==> src/rtl/lbp_stream_engine.sv <==
`default_nettype none
// ============================================================================
// Module   : lbp_stream_engine
// Purpose  : Streaming 3x3 LBP over a 2^COL_W x 2^ROW_W grey image with window
//            reuse, tolerance, result backpressure and optional border fill.
// Revision : 1.0
// ============================================================================
module lbp_stream_engine #(
  parameter int COL_W = 7,
  parameter int ROW_W = 7,
  parameter int DW    = 8
) (
  input  logic                   clk,
  input  logic                   reset,
  input  logic                   gray_ready,
  output logic                   gray_req,
  output logic [ROW_W+COL_W-1:0] gray_addr,
  input  logic [DW-1:0]          gray_data,
  input  logic [DW-1:0]          tol,
  input  logic                   border_mode,
  output logic [ROW_W+COL_W-1:0] lbp_addr,
  output logic [7:0]             lbp_data,
  output logic                   lbp_valid,
  input  logic                   lbp_ready,
  output logic                   finish,
  output logic                   busy
);

  typedef enum logic [2:0] {
    S_IDLE   = 3'd0,
    S_FILL   = 3'd1,
    S_SHIFT  = 3'd2,
    S_WRITE  = 3'd3,
    S_BORDER = 3'd4,
    S_DONE   = 3'd5
  } state_t;

  localparam logic [ROW_W-1:0] C_ROW_LAST     = {ROW_W{1'b1}};
  localparam logic [COL_W-1:0] C_COL_LAST     = {COL_W{1'b1}};
  localparam logic [ROW_W-1:0] C_ROW_INT_LAST = C_ROW_LAST - ROW_W'(1);
  localparam logic [COL_W-1:0] C_COL_INT_LAST = C_COL_LAST - COL_W'(1);
  localparam bit               C_HAS_INT      = (COL_W >= 2) && (ROW_W >= 2);

  state_t            r_state, w_next;
  logic [ROW_W-1:0]  r_row;
  logic [COL_W-1:0]  r_col;
  logic [1:0]        r_sub;   // row offset inside the window column being fetched
  logic [1:0]        r_cofs;  // window column being fetched
  logic [DW-1:0]     r_win [0:8];  // column-major: index = col*3 + row
  logic [DW-1:0]     r_tol;
  logic              r_border;
  logic              r_gray_prev;

  logic              w_start, w_fetch_last, w_accept, w_col_more, w_row_more;
  logic              w_brd_edge_row, w_brd_last;
  logic [3:0]        w_win_idx;
  logic [ROW_W-1:0]  w_fetch_row;
  logic [COL_W-1:0]  w_fetch_col;
  logic [DW:0]       w_thresh;
  logic [7:0]        w_code;

  assign w_start        = gray_ready & ~r_gray_prev;
  assign w_fetch_last   = (r_cofs == 2'd2) && (r_sub == 2'd2);
  assign w_accept       = ((r_state == S_WRITE) || (r_state == S_BORDER)) && lbp_ready;
  assign w_col_more     = r_col < C_COL_INT_LAST;
  assign w_row_more     = r_row < C_ROW_INT_LAST;
  assign w_brd_edge_row = (r_row == '0) || (r_row == C_ROW_LAST);
  assign w_brd_last     = (r_row == C_ROW_LAST) && (r_col == C_COL_LAST);
  assign w_win_idx      = ({2'b00, r_cofs} * 4'd3) + {2'b00, r_sub};
  assign w_fetch_row    = r_row + ROW_W'(r_sub) - ROW_W'(1);
  assign w_fetch_col    = r_col + COL_W'(r_cofs) - COL_W'(1);

  // One extra bit keeps centre + tol from wrapping.
  assign w_thresh  = {1'b0, r_win[4]} + {1'b0, r_tol};
  assign w_code[0] = {1'b0, r_win[0]} >= w_thresh;
  assign w_code[1] = {1'b0, r_win[3]} >= w_thresh;
  assign w_code[2] = {1'b0, r_win[6]} >= w_thresh;
  assign w_code[3] = {1'b0, r_win[1]} >= w_thresh;
  assign w_code[4] = {1'b0, r_win[7]} >= w_thresh;
  assign w_code[5] = {1'b0, r_win[2]} >= w_thresh;
  assign w_code[6] = {1'b0, r_win[5]} >= w_thresh;
  assign w_code[7] = {1'b0, r_win[8]} >= w_thresh;

  always_ff @(posedge clk) begin
    if (!reset) r_state <= S_IDLE;
    else        r_state <= w_next;
  end

  always_comb begin
    w_next    = r_state;
    gray_req  = 1'b0;
    gray_addr = '0;
    lbp_valid = 1'b0;
    lbp_addr  = '0;
    lbp_data  = '0;
    finish    = 1'b0;
    busy      = 1'b1;
    case (r_state)
      S_IDLE: begin
        busy = 1'b0;
        if (w_start) begin
          if (C_HAS_INT)        w_next = S_FILL;
          else if (border_mode) w_next = S_BORDER;
          else                  w_next = S_DONE;
        end
      end
      S_FILL, S_SHIFT: begin
        gray_req  = 1'b1;
        gray_addr = {w_fetch_row, w_fetch_col};
        if (w_fetch_last) w_next = S_WRITE;
      end
      S_WRITE: begin
        lbp_valid = 1'b1;
        lbp_addr  = {r_row, r_col};
        lbp_data  = w_code;
        if (lbp_ready) begin
          if (w_col_more)      w_next = S_SHIFT;
          else if (w_row_more) w_next = S_FILL;
          else if (r_border)   w_next = S_BORDER;
          else                 w_next = S_DONE;
        end
      end
      S_BORDER: begin
        lbp_valid = 1'b1;
        lbp_addr  = {r_row, r_col};
        if (lbp_ready && w_brd_last) w_next = S_DONE;
      end
      S_DONE: begin
        finish = 1'b1;
        busy   = 1'b0;
        w_next = S_IDLE;
      end
      default: begin
        busy   = 1'b0;
        w_next = S_IDLE;
      end
    endcase
  end

  always_ff @(posedge clk) begin
    if (!reset) begin
      r_gray_prev <= 1'b0;
      r_row       <= '0;
      r_col       <= '0;
      r_sub       <= '0;
      r_cofs      <= '0;
      r_tol       <= '0;
      r_border    <= 1'b0;
    end else begin
      r_gray_prev <= gray_ready;
      case (r_state)
        S_IDLE: begin
          if (w_start) begin
            r_tol    <= tol;
            r_border <= border_mode;
            r_row    <= C_HAS_INT ? ROW_W'(1) : '0;
            r_col    <= C_HAS_INT ? COL_W'(1) : '0;
            r_sub    <= '0;
            r_cofs   <= '0;
          end
        end
        S_FILL, S_SHIFT: begin
          if (r_sub == 2'd2) begin
            r_sub  <= '0;
            r_cofs <= r_cofs + 2'd1;
          end else begin
            r_sub <= r_sub + 2'd1;
          end
        end
        S_WRITE: begin
          if (w_accept) begin
            r_sub <= '0;
            if (w_col_more) begin
              r_col  <= r_col + COL_W'(1);
              r_cofs <= 2'd2;
            end else if (w_row_more) begin
              r_row  <= r_row + ROW_W'(1);
              r_col  <= COL_W'(1);
              r_cofs <= '0;
            end else begin
              r_row <= '0;
              r_col <= '0;
            end
          end
        end
        S_BORDER: begin
          // Top and bottom rows are swept fully; middle rows touch only both ends.
          if (w_accept) begin
            if (w_brd_edge_row) begin
              if (r_col == C_COL_LAST) begin
                r_row <= r_row + ROW_W'(1);
                r_col <= '0;
              end else begin
                r_col <= r_col + COL_W'(1);
              end
            end else if (r_col == '0) begin
              r_col <= C_COL_LAST;
            end else begin
              r_row <= r_row + ROW_W'(1);
              r_col <= '0;
            end
          end
        end
        default: ;
      endcase
    end
  end

  always_ff @(posedge clk) begin
    if ((r_state == S_FILL) || (r_state == S_SHIFT)) begin
      for (int i = 0; i < 9; i++) begin
        if (w_win_idx == 4'(i)) r_win[i] <= gray_data;
      end
    end else if (w_accept && (r_state == S_WRITE) && w_col_more) begin
      for (int i = 0; i < 6; i++) r_win[i] <= r_win[i+3];
    end
  end

endmodule
`default_nettype wire
==> config.mk <==
export PLATFORM = sky130hd
export DESIGN_NAME = lbp_stream_engine
export DESIGN_NICKNAME = d
export VERILOG_FILES = /design/src/rtl/lbp_stream_engine.sv
export SDC_FILE = /design/constraint.sdc
export NUM_CORES = 1
export LEC_CHECK = 0
export BUFFER_PORTS_ARGS = -buffer_cell sky130_fd_sc_hd__buf_2
export CAP_MARGIN = 20
export CELL_PAD_IN_SITES_DETAIL_PLACEMENT = 0
export CELL_PAD_IN_SITES_GLOBAL_PLACEMENT = 1
export CORE_MARGIN = 2
export CORE_UTILIZATION = 48
export DETAILED_ROUTE_END_ITERATION = 12
export HOLD_SLACK_MARGIN = 0.12
export MAX_ROUTING_LAYER = met4
export PLACE_DENSITY = 0.89
export SLEW_MARGIN = 10
export SYNTH_ARGS = -nofsm -noshare
export SYNTH_HDL_FRONTEND = slang
export SYNTH_SLANG_ARGS = --single-unit
==> constraint.sdc <==
create_clock -name clk -period 4.72 [get_ports clk]
set_clock_uncertainty 0.05 [all_clocks]
set_input_delay 0.944 -clock clk [delete_from_list [all_inputs] [get_ports clk]]
set_output_delay 0.944 -clock clk [all_outputs]
set_load 0.01 [all_outputs]
After elaboration in Yosys (flattened, before gate mapping). Memory sizes are Yosys's and may differ from the RTL's. Cells that the tools add are included.

Memory bits (read-only): 0. Register bits: 31. Latch bits: 0. Memory bits (writable): 72. Memories kept: 1. Logic and storage cells: 179.

Memory list: r_win (words 9, width 8, rd ports 9, clocked after Yosys merged registers in 0, write ports 6, line 49) `logic [DW-1:0] r_win [0:8];`.

Add/subtract/negate cells: 10. $lt $le $gt $ge: 10. Muxes and demuxes: 86. Reduce and logical (&&, ||, !) cells: 27. Shifts and indexed selects: 0. Eq/ne operators: 28. Bitwise gates (word level): 8. $mul: 1. Div/mod/pow operators: 0.

Operator list (count): $mux W7 (14); $mux W8 (10); $ge A8 B9 Y1 (8); $pmux W7 S3 (2); $mux W1 (39); $mux W14 (2); $reduce_or A8 Y1 (3); $mux W3 (6); $eq A4 B3 Y1 const B (4); $add A7 B1 Y7 const B (2); $add A7 B2 Y7 (2); $eq A7 B7 Y1 const B (2); $logic_not A7 Y1 (2); $lt A7 B7 Y1 const B (2); $mux W2 (7); $ne A2 B2 Y1 const B (7); $sub A7 B1 Y7 const B (2); $mux W4 (3); $pmux W2 S3 (2); $pmux W3 S4 (1); $add A8 B8 Y9 (1); $eq A4 B2 Y1 const B (2); $reduce_and A4 Y1 (2); $reduce_and A7 Y1 (1); 25 further kinds (44).

Depth between registers and ports, before layout. Gate-level depths: netlist of the first run.

Depth in word-level cells: 12. Depth in mapped cells: 14.

Worst setup path after synthesis of the first run. Ideal clock, no wire load.

Kind: reg-to-output. From: memory r_win[4][1], in the netlist r_win[0][33]. To: output lbp_data[0]. Slack: 0.765 ns. Data arrival time: 2.961 ns. Stages on the path, launching flop included: 15. Path buffers: 0. Cell sequence: edfxtp_1 -> ha_1 -> a21o_1 -> a21oi_1 -> o21bai_1 -> a21o_1 -> a21oi_1 -> xor2_1 -> ha_1 -> nand2_1 -> a21oi_1 -> a211oi_1 -> o21ai_0 -> o21ai_0 -> a311oi_1.

RTL lines: start, declared (line 49); end, declared (line 22) `output logic [7:0] lbp_data,`.

==> flow_summary.ini, run 1 <==
[clock_network]
cts_made_buffers = 9
insertion_delay_ps = 340
clkTransAtPathRegs_ps = 70
h-tree-depth = 3
cts_max_path_buffers = 2
root_buffer = clkbuf_16
clock_sinks = 103
cts_tree = yes

[timing]
finalMaxSlewViolations = 0
max_clock_freq_mhz = 224
setup_viol = 0
setup_tns_ps = 0
worst_pin_slew_ps = 1010
finalHoldViolCount = 0
period_share = 0.947
relSlewSlack = 0.328
rsz0062_at_grt = false
fin_ws_ps = 249
period_needed_ps = 4470

[worst_hold_path]
hold_class = reg -> reg

[routing]
drtAntennaViolNets = 0
drc_errors = 0
dr_total_vias = 5278
firstDrtPassIters = 5
routed_wl_um = 16700
drt_iter0_markers = 374
viasPerCell = 5.73
wl_per_cell_um = 18.1

[placement]
gp_congestion = 0.923
port_buffers = 60
place_hpwl_um = 12600
place_ws_ps = 157

[run]
cap_violations = 0

[floorplanning]
die_w_um = 123
initial_core_util = 0.491
io_pins = 61
num_rows = 43
die_h_um = 123
dieArea_um2 = 15200
core_um2 = 13900

[critical_path]
worstSetupEndpointType = primary output
worst-setup-path-type = reg -> out
path_max_fanout = 6
critPathLaunchType = flop
arrival_ps = 3480
critPathRequiredTime_ps = 3730

[pwr]
p_leak_uw = 0.00344
ir_worst_vdd_mv = 0.424
p_per_area_nw_per_um2 = 524

[synth]
synthArstFlopShare = 0
synth-seq-cells = 103
synthCells = 672
post_synth.cell_area_avg_um2 = 10.1
synthesis.area_um2 = 6820
ys.flop_type = edfxtp_1
synth_edf_count = 72
yosysWarnings = 0
synth_nets = 795
ys_seq_area_frac = 0.408
yosysUniqueCellTypes = 57

[global_routing]
grt_start_max_net_pins = 57
grt_pass1_wl_um = 26500
grt-ovfl-total = 0
first_global_vias = 5152
antenna_found_initial = 0
grt_use_total = 0.236

[final_layout]
post_route_cells_drive_above_1_share = 0.146
nFillCells = 1192
area_growth_pct = 13.1
num_antenna_cells = 0
fin_nets = 859
final_util = 0.555

[run_status]
outcome = completed
cells by family (layout without fill, tap and decap cells):
family	count (synthesis)	in the layout	synth area share
AOI/OAI and AO/OA	185	185	0.180
xor gates and xnor gates	16	16	0.0206
adders and majority gates	102	102	0.193
buffers and inverters	70	139	0.0406
DFF	103	103	0.408
muxes	10	10	0.0147
and+or+nand+nor	186	186	0.143
registers in the layout, indices dropped and copies added, names as in the netlist:
name and flops:
r_tol 8, r_gray_prev 1, r_border 1, r_win 72, r_state 3, r_row 7, r_cofs 2, r_col 7
r_sub 2
layer usage:
| metal | wire [um] | GRT usage | vias to the layer above | part of all wire |
|---|---|---|---|---|
| met4 | 259 | 0.0675 | 0 | 0.016 |
| met1 | 6940 | 0.291 | 2489 | 0.42 |
| met3 | 792 | 0.0281 | 20 | 0.048 |
| met2 | 8680 | 0.410 | 158 | 0.52 |
| met5 | 0 | - | - | 0 |
| li1 | - | - | 2611 | - |
area by class of cell:
class | instances | area [um^2] | area share
multi-input cells | 499 | 3800 | 0.493
clock buffers | 10 | 229 | 0.0297
well taps | 180 | 225 | 0.0292
inverters | 49 | 184 | 0.0239
clock inverters | 6 | 83.8 | 0.0109
flip-flops and latches | 103 | 2780 | 0.361
repair buffers | 74 | 405 | 0.0526
worst max-delay path: stages, from the launching register on:
cell,delay [ps]
edfxtp_1,420
ha_1,300
a21o_1,190
a21oi_2,180
o21bai_1,130
a21o_1,210
a21oi_2,180
xor2_2,110
buf_4,180
ha_1,210
a211oi_1,200
o21ai_0,130
a31oi_1,220
a21oi_1,70
o221a_2,250
buf_2,140
synth_stat cells (all sizes together), types with 13 or more instances:
| library cell | number | area, um^2 |
|---|---|---|
| ha | 97 | 1210 |
| edfxtp | 72 | 2160 |
| nor2 | 57 | 219 |
| a21o | 54 | 407 |
| a21oi | 54 | 270 |
| inv | 49 | 184 |
| dfxtp | 31 | 621 |
| nand2 | 31 | 116 |
| o21ai | 24 | 120 |
| nor3 | 16 | 80.1 |
| clkbuf | 15 | 56.3 |
| nand3 | 15 | 80.1 |
| nor2b | 13 | 81.3 |
layout by cell type, fill, tap and decap left out, drive strengths merged, types with 8 or more instances in the layout:
master  netlist  routed
ha           97      97
buf           6      74
edfxtp       72      72
nor2         57      57
a21o         54      54
a21oi        54      54
inv          49      50
nand2        31      31
dfxtp        31      31
o21ai        24      24
nor3         16      16
nand3        15      15
nor2b        13      13
o31ai        12      12
nand4        11      11
mux2i        10      10
clkbuf       15      10
xnor2         9       9
a211oi        8       8
path summary, 6_finish.rpt:
check	from	end	slack, ps	depth (start not counted)
hold / removal	r_col[1]	r_col[1]	450	2
setup / recovery	r_win[0][33]	lbp_data[6]	250	15
setup reg to reg	r_state[1]	r_win[0][8]	1750	4
hold reg to reg	r_col[1]	r_col[1]	450	2
power breakdown:
group	leakage, uW	switching, uW	internal [uW]
Clock	0.000157	323	464
Combinational	0.00238	1190	798
Sequential	0.000905	104	1160
Total	0.00344	1610	2420
metrics by stage:
stage                     area, um^2  hold slack (ps)  total power (uW)  instances
after floorplan                 6820              412              2600        672
after global placement          7350              432              3150        904
after detailed placement        7350              437              3230        904
after CTS                       7670              447              4030        920
after global routing            7710              484              4330        921
final                           7710              449              4040        921
repair_timing:
action	4_1_cts	5_1_grt
pin swaps	0	1
setup buffers	0	1
setup endpoints to repair	5	5
gates cloned	0	0
resized for setup	2	4
hold buffers	0	0
Note: power is estimated with default switching activity, not from simulation.
==> run 2, diff against run 1 <==
--- a/config.mk
+++ b/config.mk
@@ -10,11 +10,11 @@
 export CELL_PAD_IN_SITES_DETAIL_PLACEMENT = 0
 export CELL_PAD_IN_SITES_GLOBAL_PLACEMENT = 1
 export CORE_MARGIN = 2
-export CORE_UTILIZATION = 48
+export CORE_UTILIZATION = 43
 export DETAILED_ROUTE_END_ITERATION = 12
 export HOLD_SLACK_MARGIN = 0.12
 export MAX_ROUTING_LAYER = met4
-export PLACE_DENSITY = 0.89
+export PLACE_DENSITY = 0.85
 export SLEW_MARGIN = 10
 export SYNTH_ARGS = -nofsm -noshare
 export SYNTH_HDL_FRONTEND = slang
==> constraint.sdc (replaced) <==
create_clock -name clk -period 3.6 [get_ports clk]
set_clock_uncertainty 0.05 [all_clocks]
set_input_delay 0.72 -clock clk [delete_from_list [all_inputs] [get_ports clk]]
set_output_delay 0.72 -clock clk [all_outputs]
set_load 0.01 [all_outputs]
==> run 2 against run 1 <==
- the flow now finishes with violations (negative setup slack)
- setup slack worse by 660 ps
- final cell count is 9.0% higher
- combinational power is 68% higher
- power is 49% higher
- routed wire length is 12% higher
- non-clock buffer count is 47 higher
- final area is 11% higher
- flip-flop and latch count stayed put
- global-route usage is 0.069 points lower
- sequential share of layout area is 3.6 points lower
- die area is 11% higher
- first-iteration DRC count is 5.9% lower
- critical endpoint is now lbp_data[2]
- largest cell class unchanged
==> flow_summary.ini, run 2 (synthesis gave the netlist of run 1 again) <==
[timing]
relSlewSlack = 0.352
period_needed_ps = 4010
max_clock_freq_mhz = 250
whs_ps = 449
rsz0062_at_grt = true
period_share = 1.11
worst_pin_slew_ps = 970
finalMaxSlewViolations = 0
fin_ws_ps = -407
setup_viol = 8
finalHoldViolCount = 0

[routing]
wl_per_cell_um = 18.6
drt_iter0_markers = 352
drc_errors = 0
routed_wl_um = 18700
dr_total_vias = 5605
drtAntennaViolNets = 0
firstDrtPassIters = 5
viasPerCell = 5.58

[floorplanning]
die_h_um = 130
io_pins = 61
dieArea_um2 = 16900
num_rows = 46
initial_core_util = 0.434
core_um2 = 15700
die_w_um = 130

[placement]
place_ws_ps = -385
placed_area_um2 = 7710
port_buffers = 60
gp_congestion = 0.922
place_hpwl_um = 13500

[pwr]
p_leak_uw = 0.00372
ir_worst_vdd_mv = 0.365
fin_total_pwr_uw = 6010
p_per_area_nw_per_um2 = 701

[final_layout]
stdcell_area_um2 = 8570
area_growth_pct = 25.7
post_route_cells_drive_above_1_share = 0.264
largest_register_ffs = 72
num_antenna_cells = 0
top_regs = r_win (72), r_tol (8)
fin_nets = 906
regMostFlops = r_win
most-common-layout-cells = 75 x ha_1, 72 x edfxtp_1, 58 x buf_2
layout_commonest_cell = ha_1
final_util = 0.545
nFillCells = 1360

[critical_path]
critPathLaunchType = flop
worst-setup-path-type = reg -> out
worstSetupEndpointType = primary output
critPathRequiredTime_ps = 2830
arrival_ps = 3240
path_max_fanout = 4

[run_status]
violations = negative setup slack
outcome = complete, but fails checks

[clock_network]
insertion_delay_ps = 350
root_buffer = clkbuf_16
cts_tree = yes
hold_buffers = 0
cts_max_path_buffers = 2
cts_made_buffers = 9
h-tree-depth = 3
clkTransAtPathRegs_ps = 70
clock_sinks = 103

[global_routing]
first_global_vias = 5752
grt_use_total = 0.236
grt-ovfl-total = 0
antenna_found_initial = 0
grt_pass1_wl_um = 29500
grt_start_max_net_pins = 31

[run]
cap_violations = 0

[worst_hold_path]
hold_class = reg -> reg
[run 2: changes by cell type in the layout (fill, tap and decap cells not counted), sizes merged]
cell	before	now
buf	74	121
bufinv	2	1
clkinv	3	2
inv	50	52
[run 2: final cells by class]
type,count,area (um^2),area share
Inverter,49,184,0.0215
Tap cell,216,270,0.0315
Clock buffer,10,229,0.0267
Sequential cell,103,2780,0.325
Timing Repair Buffer,121,817,0.0954
Multi-Input combinational cell,499,4220,0.492
Clock inverter,6,66.3,0.00774
[run 2: repair_timing]
action	CTS	global route
pin swaps	43	18
buffers inserted	13	0
endpoints found under the setup margin	8	8
hold endpoints to repair	0	0
resized for setup	77	4
[run 2: final timing paths]
kind / from / endpoint / slack, ps / cells past startpoint
worst max-delay path: r_win[0][32] / lbp_data[2] / -410 / 14
worst min-delay path: r_border / r_border / 450 / 2
worst max register to register: r_sub[1] / r_win[0][63] / 730 / 6
worst min register to register: r_border / r_border / 450 / 2
[run 2: power breakdown]
| part | leakage (uW) | internal [uW] | total (uW) | switching [uW] |
|---|---|---|---|---|
| clock network | 0.000148 | 545 | 1000 | 457 |
| logic | 0.00266 | 1520 | 3330 | 1810 |
| registers | 0.000905 | 1530 | 1670 | 147 |
| total | 0.00372 | 3590 | 6010 | 2420 |
[run 2: metal layers]
metal  GRT usage  share of wire  vias up
li1            -              -     2708
met1       0.270           0.40     2661
met2       0.407           0.51      189
met3      0.0340          0.054       47
met4       0.113          0.036        0
met5           -              0        -
[run 2: stage by stage]
stage / TNS [ps] / cells
floorplan: 0 / 672
global placement: -1180 / 980
detailed placement: -1800 / 980
CTS: -2600 / 1004
global route: -4480 / 1004
finish: -3010 / 1004
[run 2: worst max-delay path, cell delays in order (launching register included)]
cell and delay, ps:
edfxtp_1 370, ha_2 210, inv_2 40, fa_2 350, buf_6 140, xor2_4 270, buf_4 210, ha_4 210
a21oi_1 160, a21oi_1 100, o31ai_1 220, o21ai_1 100, a311oi_1 270, nor4_2 90, buf_2 150
==> run 3, diff against run 2 <==
--- a/config.mk
+++ b/config.mk
@@ -19,3 +19,4 @@
 export SYNTH_ARGS = -nofsm -noshare
 export SYNTH_HDL_FRONTEND = slang
 export SYNTH_SLANG_ARGS = --single-unit
+export TNS_END_PERCENT = 5
==> run 3 against run 2 <==
- the run still ends with negative setup slack left
- final area shrank 1.2%
- clock-buffer cell count is the same
- critical path depth grew 1
- register-to-register slack is essentially flat
==> flow_summary.ini, run 3 (synthesis gave the netlist of run 1 again) <==
[routing]
viasPerCell = 5.57
drt_iter0_markers = 348
drc_errors = 0
drtAntennaViolNets = 0
routed_wl_um = 18400
wl_per_cell_um = 18.4
firstDrtPassIters = 5
dr_total_vias = 5587

[pwr]
ir_worst_vdd_mv = 0.364
fin_total_pwr_uw = 5900
p_per_area_nw_per_um2 = 697
p_leak_uw = 0.00370

[critical_path]
critPathSlowestCell = edfxtp_1
cp-endpoint = lbp_data[4]
reg2reg_depth = 6
path_max_fanout = 4
cpPeakStageDelay_ps = 410
worstSetupEndpointType = primary output
worst-setup-path-type = reg -> out
rrSetupSlack_ps = 730
critPathRequiredTime_ps = 2830
worstReg2RegEnd = r_win[0][60]
critPathLaunchType = flop
arrival_ps = 3260
crit_chain = ha_2, buf_4, a21o_1, a21oi_2, o21bai_1, a21o_1, a21oi_4, xor2_4, buf_12, ha_1, nand4_1, o21ai_1, a311oi_1, nor4_2, buf_6
critPathMostFrequentCell = a21o_1
reg2reg_from = r_sub[1]
cp-startpoint = r_win[0][32]

[timing]
setup_viol = 8
worst_pin_slew_ps = 965
finalMaxSlewViolations = 0
period_share = 1.12
fin_ws_ps = -430
period_needed_ps = 4030
relSlewSlack = 0.356
max_clock_freq_mhz = 248
rsz0062_at_grt = true
finalHoldViolCount = 0
whs_ps = 449

[final_layout]
post_route_cells_drive_above_1_share = 0.250
top_regs = r_win (72), r_tol (8)
final_util = 0.539
fin_nets = 905
layout_commonest_cell = ha_1
regMostFlops = r_win
most-common-layout-cells = 80 x ha_1, 72 x edfxtp_1, 59 x buf_2
num_antenna_cells = 0
area_growth_pct = 24.3
largest_register_ffs = 72

[clock_network]
cts_max_path_buffers = 2
hold_buffers = 0
insertion_delay_ps = 350
h-tree-depth = 3
root_buffer = clkbuf_16
cts_tree = yes
clkTransAtPathRegs_ps = 70
cts_made_buffers = 9
clock_sinks = 103

[worst_hold_path]
hold_class = reg -> reg
hold_depth = 2

[floorplanning]
initial_core_util = 0.434
die_h_um = 130
io_pins = 61
core_um2 = 15700
die_w_um = 130
num_rows = 46
dieArea_um2 = 16900

[run_status]
outcome = complete, but fails checks
violations = negative setup slack

[placement]
port_buffers = 60
place_hpwl_um = 13500
gp_congestion = 0.922

[global_routing]
first_global_vias = 5715
grt_start_max_net_pins = 31
grt-ovfl-total = 0
grt_pass1_wl_um = 29200
grt_use_total = 0.233
antenna_found_initial = 0

[run]
cap_violations = 0
==> run 3: cell types whose count changed in the layout (fill, tap and decap cells not counted), moves of 2 or more <==
cell     before  now
nand2_2       3    0
ha_1         75   80
a21oi_2       6    4
ha_4         20   16
buf_6        11    7
a21oi_1      47   49
buf_4        51   53
nand2_1      28   31
==> run 3: final cells by class <==
class                           instances  area [um^2]
Fill cell                            1371         7240
Multi-Input combinational cell        499         4150
Sequential cell                       103         2780
Timing Repair Buffer                  120          792
Tap cell                              216          270
Clock buffer                           10          229
Inverter                               49          184
Clock inverter                          6         66.3
==> run 3: how the worst min path moves through the flow <==
stage	startpoint	endpoint	slack (ps)
5_1_grt	r_border	r_border	480
3_3_place_gp	r_col[1]	r_col[1]	440
4_1_cts	r_border	r_border	460
6_report	r_border	r_border	450
2_1_floorplan	r_col[1]	r_col[1]	410
3_5_place_dp	r_border	r_border	440
==> run 3: critical path: cells and delay by family, from the launching register on <==
family / cells / cell delay (ps)
xor gates and xnor gates: 1 / 110
buffers and inverters: 3 / 440
adders and majority gates: 2 / 540
and+or+nand+nor: 2 / 400
DFF: 1 / 410
AOI/OAI and AO/OA: 7 / 1000
==> run 3: layer usage <==
layer,part of all wire,wire [um],GRT usage,vias up
met5,0,0,-,-
met4,0.036,657,0.109,0
met3,0.042,775,0.0320,46
met2,0.51,9350,0.401,159
met1,0.42,7650,0.269,2672
li1,-,-,-,2710
==> run 3: metrics by stage <==
step	worst slack (ps)	setup TNS, ps	area [um^2]	cells
2_1_floorplan	3.22	0	6830	672
3_3_place_gp	-319	-1180	7710	980
3_5_place_dp	-385	-1800	7710	980
4_1_cts	-360	-2750	8440	1003
5_1_grt	-619	-4540	8470	1003
6_report	-430	-3070	8470	1003
==> run 3: what timing repair did <==
item	4_1_cts	5_1_grt
pin swaps	31	2
gates cloned	0	0
endpoints found under the setup margin	8	8
gates resized for setup	61	5
buffers inserted	12	0
==> run 3: report_power, final <==
group	switching [uW]	total (uW)	internal (uW)
clock network	452	997	545
registers	143	1670	1530
logic	1770	3240	1460
